### src/rtl/step_dir_pkg.sv
// Shared constants and qualifier state encoding for the step/dir decoder.
package step_dir_pkg;
  localparam int POS_W_DEF = 16;
  localparam int PER_W_DEF = 16;
  localparam int FILT_DEF  = 3;

  typedef enum logic [1:0] {ST_LOW, ST_QUAL, ST_HIGH} qual_state_e;
endpackage

### src/rtl/sync_2ff.sv
// Two-flop synchronizer for asynchronous level inputs.
module sync_2ff (
  input  logic clk,
  input  logic rst_n,
  input  logic d,
  output logic q
);
  logic meta;

  always_ff @(posedge clk or negedge rst_n) begin
    if (!rst_n) begin
      meta <= 1'b0;
      q    <= 1'b0;
    end else begin
      meta <= d;
      q    <= meta;
    end
  end
endmodule

### src/rtl/step_dir_decoder.sv
// Step/direction decoder: glitch-filtered step qualification, wrapping position
// counter, saturating step-period measurement and snapshot registers.
module step_dir_decoder
  import step_dir_pkg::*;
#(
  parameter int POS_W = POS_W_DEF,
  parameter int PER_W = PER_W_DEF,
  parameter int FILT  = FILT_DEF
) (
  input  logic             clk,
  input  logic             rst_n,
  input  logic             step_in,
  input  logic             dir_in,
  input  logic             clr,
  input  logic             snap,
  output logic [POS_W-1:0] pos,
  output logic [PER_W-1:0] period,
  output logic             snap_valid,
  output logic             step_evt,
  output logic             stall
);
  localparam logic [3:0]       FILT_L  = 4'(FILT);
  localparam logic [POS_W-1:0] POS_ONE = POS_W'(1);
  localparam logic [PER_W-1:0] PER_ONE = PER_W'(1);
  localparam logic [PER_W-1:0] PER_MAX = '1;

  logic step_s, dir_s;

  sync_2ff u_sync_step (.clk(clk), .rst_n(rst_n), .d(step_in), .q(step_s));
  sync_2ff u_sync_dir  (.clk(clk), .rst_n(rst_n), .d(dir_in),  .q(dir_s));

  qual_state_e state;
  logic [3:0]  filt_cnt;

  always_ff @(posedge clk or negedge rst_n) begin
    if (!rst_n) begin
      state    <= ST_LOW;
      filt_cnt <= 4'd0;
      step_evt <= 1'b0;
    end else begin
      step_evt <= 1'b0;
      case (state)
        ST_LOW: if (step_s) begin
          filt_cnt <= 4'd1;
          if (FILT_L == 4'd1) begin
            state    <= ST_HIGH;
            step_evt <= 1'b1;
          end else begin
            state <= ST_QUAL;
          end
        end
        ST_QUAL: if (!step_s) begin
          state <= ST_LOW;
        end else begin
          filt_cnt <= filt_cnt + 4'd1;
          if (filt_cnt + 4'd1 == FILT_L) begin
            state    <= ST_HIGH;
            step_evt <= 1'b1;
          end
        end
        ST_HIGH: if (!step_s) state <= ST_LOW;
        default: state <= ST_LOW;
      endcase
    end
  end

  logic [POS_W-1:0] pos_q, pos_nxt;
  logic [PER_W-1:0] per_cnt, per_cnt_nxt, per_reg, per_reg_nxt;

  // Next-state values feed both the live registers and the snapshot, so a
  // snap coinciding with step_evt or clr captures the updated result.
  always_comb begin
    pos_nxt = clr ? '0 : pos_q;
    if (step_evt) pos_nxt = dir_s ? pos_nxt - POS_ONE : pos_nxt + POS_ONE;
    per_reg_nxt = step_evt ? per_cnt : per_reg;
    if (step_evt)                per_cnt_nxt = PER_ONE;
    else if (per_cnt == PER_MAX) per_cnt_nxt = per_cnt;
    else                         per_cnt_nxt = per_cnt + PER_ONE;
  end

  always_ff @(posedge clk or negedge rst_n) begin
    if (!rst_n) begin
      pos_q      <= '0;
      per_cnt    <= PER_MAX;
      per_reg    <= '0;
      pos        <= '0;
      period     <= '0;
      snap_valid <= 1'b0;
    end else begin
      pos_q      <= pos_nxt;
      per_cnt    <= per_cnt_nxt;
      per_reg    <= per_reg_nxt;
      snap_valid <= snap;
      if (snap) begin
        pos    <= pos_nxt;
        period <= per_reg_nxt;
      end
    end
  end

  assign stall = (per_cnt == PER_MAX);
endmodule

### config.mk
export PLATFORM = sky130hd
export DESIGN_NAME = step_dir_decoder
export DESIGN_NICKNAME = d
export VERILOG_FILES = /design/src/rtl/step_dir_pkg.sv /design/src/rtl/sync_2ff.sv /design/src/rtl/step_dir_decoder.sv
export SDC_FILE = /design/constraint.sdc
export NUM_CORES = 1
export LEC_CHECK = 0
export BUFFER_PORTS_ARGS = -buffer_cell sky130_fd_sc_hd__buf_2
export CAP_MARGIN = 10
export CORE_UTILIZATION = 35
export CTS_BUF_LIST = sky130_fd_sc_hd__clkbuf_4 sky130_fd_sc_hd__clkbuf_8
export DETAILED_ROUTE_END_ITERATION = 12
export GPL_ROUTABILITY_DRIVEN = 0
export PLACE_DENSITY = 0.53
export SLEW_MARGIN = 20
export SYNTH_ARGS = -nofsm -noshare
export SYNTH_HDL_FRONTEND = slang
export SYNTH_SLANG_ARGS = --single-unit
### constraint.sdc
create_clock -name clk -period 5.8 [get_ports clk]
set_input_delay 0.58 -clock clk [delete_from_list [all_inputs] [get_ports clk]]
set_output_delay 0.58 -clock clk [all_outputs]
set_load 0.005 [all_outputs]
* Word-level counts from Yosys, hierarchy flattened
Cells that the tools add are included.
** Word-level totals
- Register bits :: 92
- Output and inout port bits :: 35
** Cells by class
- Add/sub/neg operators :: 4
- Eq/ne operators :: 9
- Muxes and demuxes :: 17
- Reductions and logical operators :: 4
** Operator list (count)
- $mux 16 :: 6
- $add 16x1->16 const B :: 2
- $eq 16x16->1 const B :: 1
- $sub 16x1->16 const B :: 1
- $mux 2 :: 4
- $mux 4 :: 2
- $pmux 4 s2 :: 1
- $pmux 2 s3 :: 1
- $reduce_and 3->1 :: 2
- $add 4x1->4 const B :: 1
- $eq 4x2->1 const B :: 1
- $ne 2x1->1 const B :: 2
- $ne 2x2->1 const B :: 2
- $mux 1 :: 3
- $ne 3x3->1 const B :: 1
- $eq 2x1->1 const B :: 1
- $eq 2x2->1 const B :: 1
- $logic_not 2->1 :: 1
- $reduce_bool 2->1 :: 1

* Logic depth before layout (Yosys ltp)
- Depth after elaboration :: 5
- Gate-level depth with buffers :: 12
- Gate-level depth less buffers :: 11

* Hierarchy
A second synthesis with hierarchy kept.
** Unflattened totals
- Cell total of the unflattened synthesis :: 455
- Area total of the unflattened synthesis :: 4595.7 sq um
** By module, submodules not included
- step_dir_decoder :: times used 1, cells an instance 451, area an instance 4495.6 sq um
- sync_2ff :: times used 2, cells an instance 2, area an instance 50.0 sq um

* Worst setup path before layout
OpenSTA, ideal clock, no wires.
- Path kind :: input to register
- Start :: input port clr
- End :: register pos[12]
- Setup time :: 125 ps
- Data arrival time :: 2841 ps
- Slack :: 2834 ps
- Stages on the path :: 10
- Cells stage by stage :: clkbuf_1 nor2b_1 fa_1 a21oi_1 o21bai_1 a2111oi_2 o211ai_1 xor2_1 mux2_2 mux2_2
** On the way
- Longest elaborated chain between the ends :: 4
- Elaborated cells between the ends (all ways) :: 5
- Those cells by class :: 2 x add/sub; 3 x mux
** Ends and longest elaborated chain
- start: declaration :: line step_dir_decoder.sv:14 : input logic clr,
- $mux 16 (*) :: line step_dir_decoder.sv:73 : pos_nxt = clr ? '0 : pos_q;
- $add 16x1->16 / $sub 16x1->16 (equally long branches) :: line step_dir_decoder.sv:74 : if (step_evt) pos_nxt = dir_s ? pos_nxt - POS_ONE : pos_nxt + POS_ONE;
- $mux 16 :: line step_dir_decoder.sv:74
- $mux 16 (*) :: line step_dir_decoder.sv:74
- named net pos_nxt[12] :: line step_dir_decoder.sv:67 : logic [POS_W-1:0] pos_q, pos_nxt;
- end signal: assignment :: line step_dir_decoder.sv:95 : pos <= pos_nxt;
- end: declaration :: line step_dir_decoder.sv:16 : output logic [POS_W-1:0] pos,
Mark *: on every way through the listed nets, which the timed path passes. The rest lies on a longest branch.
A chain may end at the register's enable or synchronous reset.

* Worst setup path after layout
- Start :: register u_sync_dir.q
- End :: register pos[12]
** On the way
- Longest elaborated chain between the ends :: 2
** Ends and longest elaborated chain
- start: declaration :: line sync_2ff.sv:6 : output logic q
- start signal: assignment :: line sync_2ff.sv:16 : q <= meta;
- $mux 16 (2 in series) :: line step_dir_decoder.sv:74
- named net pos_nxt[12] :: line step_dir_decoder.sv:67
The timed path passes the listed nets, and every way through them passes these cells.

==> results by group <==
Status
  – Status: completed

Clock tree
  – Num Clock Sinks: 92
  – CTS Root Cell: clkbuf_8
  – CTS Hold Bufs: 0
  – Post-CTS setup buffer count: 0
  – Post-CTS sizing: 0
  – CTS tree: done
  – Reg clk slew, reported paths: 0.09 ns
  – Htree depth: 3
  – Clk_lat worst skew: 0.37 ns
  – TritonCTS buffer count: 9
  – Max clock buf depth: 2

Power
  – Clock share of power: 31.4%
  – Int Pwr: 1110 uW
  – P_leak: 0.00248 uW
  – PD cells: 303 nW/um2
  – Max VDD drop: 0.165 mV
  – Combinational share of power: 15.9%
  – Power Total: 1540 uW
  – Sequential power share: 52.8%
  – Switching Fraction: 28.1%
  – Psw: 431 uW

STA
  – Final hold vios: 0
  – Final number of max-transition violations: 0
  – Unrepaired setup endpoints after global routing: no
  – Worst-margin pin slew: 0.762 ns
  – Rel. slew slack: 49.2%
  – Fin Hold WS: 0.192 ns
  – Crit share post-route: 51.1%
  – Setup Skew: 0.0107 ns
  – Final setup fails: 0
  – Upper clock frequency limit: 338 MHz
  – Minimum clock period after layout: 2.96 ns
  – Final setup TNS: 0 ns

Worst setup path
  – FF-to-FF setup slack: 2.84 ns
  – RR Startpoint: u_sync_dir.q$_DFF_PN0_
  – CP required: 6.06 ns
  – Crit Path Category: flop to flop
  – Reg2reg end: pos[12]$_DFFE_PN0P_
  – Startpoint Class: flop
  – CP max FO: 17
  – R2R depth: 8
  – CP Data Arrival Time: 3.22 ns
  – CP Capture Type: flop

Logic synthesis
  – Mapped Area: 4480 um2
  – Yosys warns: 0
  – FF+latch count, synth: 92
  – Syn Inst Count: 415
  – Syn_area_per_cell: 10.8 um2
  – Syn_nets: 439
  – Asr flop ratio synth: 100%
  – Synth Flop Type: dfrtp_1
  – EDFF count, synth: 0
  – Sequential element share of the synthesized area: 51.8%
  – Post-synth cell types: 53

Floorplanning
  – Die height: 115 um
  – Core ar.: 12300 um2
  – Rows: 40
  – Starting density of the core: 36.6%
  – Die area: 13300 um2
  – Horiz. Die Dim: 115 um
  – IO Pins: 41

Global route
  – Global Route Usage Sum: 14.3%
  – Largest net degree at the start of global routing: 57
  – GRT Residual Overflow: 0
  – Vias in the first global route: 2982
  – First-pass GRT wire length: 14600 um
  – Antenna violations before repair: 0

Flow run
  – Max-Cap Viols: 0

Route
  – Antenna-violating nets left: 0
  – Vias: 3039
  – First drt pass iteration count: 4
  – Final WL: 8480 um
  – Vias/cell: 4.88
  – DRC Markers: 0
  – Initial DRC Count: 89
  – Drt wl/cell: 13.6 um

Place
  – Placed cell count: 607
  – IO Port Bufs: 40
  – DP HPWL: 5550 um

Layout
  – Nets@finish: 474
  – Final Instance Count excl. Fillers: 623
  – Ant. Diodes: 0
  – Layout cells sized above 1: 25.7%
  – Area Overhead vs Synth: 13.0%

Worst hold path
  – Worst Hold Class: input port to asynchronous set/reset pin
==> placed cells by master (no fill, tap or decap), types with 7 or more instances in the layout <==
master	count
ha_1	17
o21ai_0	9
nand2_1	16
dfstp_2	16
xnor2_1	9
a21oi_1	11
and3_1	7
clkbuf_8	9
dfrtp_1	75
nor2_1	75
xor2_1	17
nor2b_1	18
nand3_1	14
nand2b_1	8
mux2_2	35
buf_2	39
==> stage by stage <==
stage | setup slack (ns) | util, % | cell area, um2
after floorplan | 2.83 | - | 4480
after detailed placement | 2.54 | 39.5 | 4840
final | 2.84 | 41.3 | 5060
after global placement | 2.60 | 39.5 | 4840
after global routing | 2.58 | 41.3 | 5060
after CTS | 2.80 | 41.3 | 5060
==> layout make-up <==
class | count | area [um2]
fill | 1202 | 7200
sequential | 92 | 2330
multi-input combinational | 298 | 2070
timing repair buffer | 41 | 210
tap | 168 | 210
clock buffer | 9 | 124
clock inverter | 7 | 96.3
inverter | 8 | 30.0
==> kinds of logic after synthesis <==
logic type,after synthesis,share of synthesized area (%)
buffers and inverters,25,2.09
adder cells (fa/ha/maj),18,5.19
AND/OR/NAND/NOR,156,16.5
XOR/XNOR,26,5.08
flip-flops,92,51.8
AO/OA/AOI/OAI,58,9.32
multiplexers,40,10.0
==> metal layers <==
metal  GRT usage (%)  routed length, um
met5               0                  0
met4            4.94                104
met3            3.53                250
met2            24.8               4260
met1            17.2               3870
==> worst max-delay path, cell delays in order (launching register included) <==
cell and delay, ns:
dfrtp_1 0.64, fa_1 0.57, a21oi_1 0.23, o21bai_1 0.13, a2111oi_2 0.42, o211ai_1 0.17, xor2_1 0.16, mux2_2 0.28
mux2_2 0.26
==> worst max-delay path by stage <==
| stage | startpoint | to | slack, ns | cells past startpoint |
|---|---|---|---|---|
| after floorplan | clr | pos[12]$_DFFE_PN0P_ | 2.83 | 10 |
| final | u_sync_dir.q$_DFF_PN0_ | pos[12]$_DFFE_PN0P_ | 2.84 | 8 |
| after detailed placement | clr | pos[12]$_DFFE_PN0P_ | 2.54 | 10 |
| after global routing | u_sync_dir.q$_DFF_PN0_ | pos[13]$_DFFE_PN0P_ | 2.58 | 8 |
| after global placement | clr | pos[12]$_DFFE_PN0P_ | 2.60 | 10 |
| after CTS | u_sync_dir.q$_DFF_PN0_ | pos[12]$_DFFE_PN0P_ | 2.80 | 8 |
==> cells in the mapped netlist, types with 2 or more instances <==
master      n  area (um2)
ha_1       17         213
a2111oi_2   2        30.0
and2_1      3        18.8
nand2_1    16        60.1
a31oi_1     4        25.0
o21ai_0     9        45.0
mux2i_1     3        30.0
xor2_1     17         149
dfrtp_1    76        1900
and3_1      7        43.8
mux2_2     35         394
nand2b_1    8        50.1
a211oi_1    2        15.0
o211ai_1    3        22.5
o311a_1     2        20.0
xnor2_1     9        78.8
nand3_1    14        70.1
a21oi_1    11        55.1
inv_1       6        22.5
nor3_1      2        10.0
clkbuf_1   17        63.8
nand4_1     4        25.0
o21bai_1    4        30.0
a21o_1      6        45.0
o21ai_1     2        10.0
or3_1       2        12.5
nor2_1     75         282
dfstp_2    16         420
o21a_1      2        15.0
nor2b_1    18         113
==> power groups by stage <==
stage	sequential (uW)	combinational, uW	clock, uW
after detailed placement	824	250	0
final	811	244	482
after floorplan	804	179	0
after global placement	819	245	0
after global routing	826	284	525
after CTS	812	250	503
No activity file was read; power rests on OpenSTA's default activity.
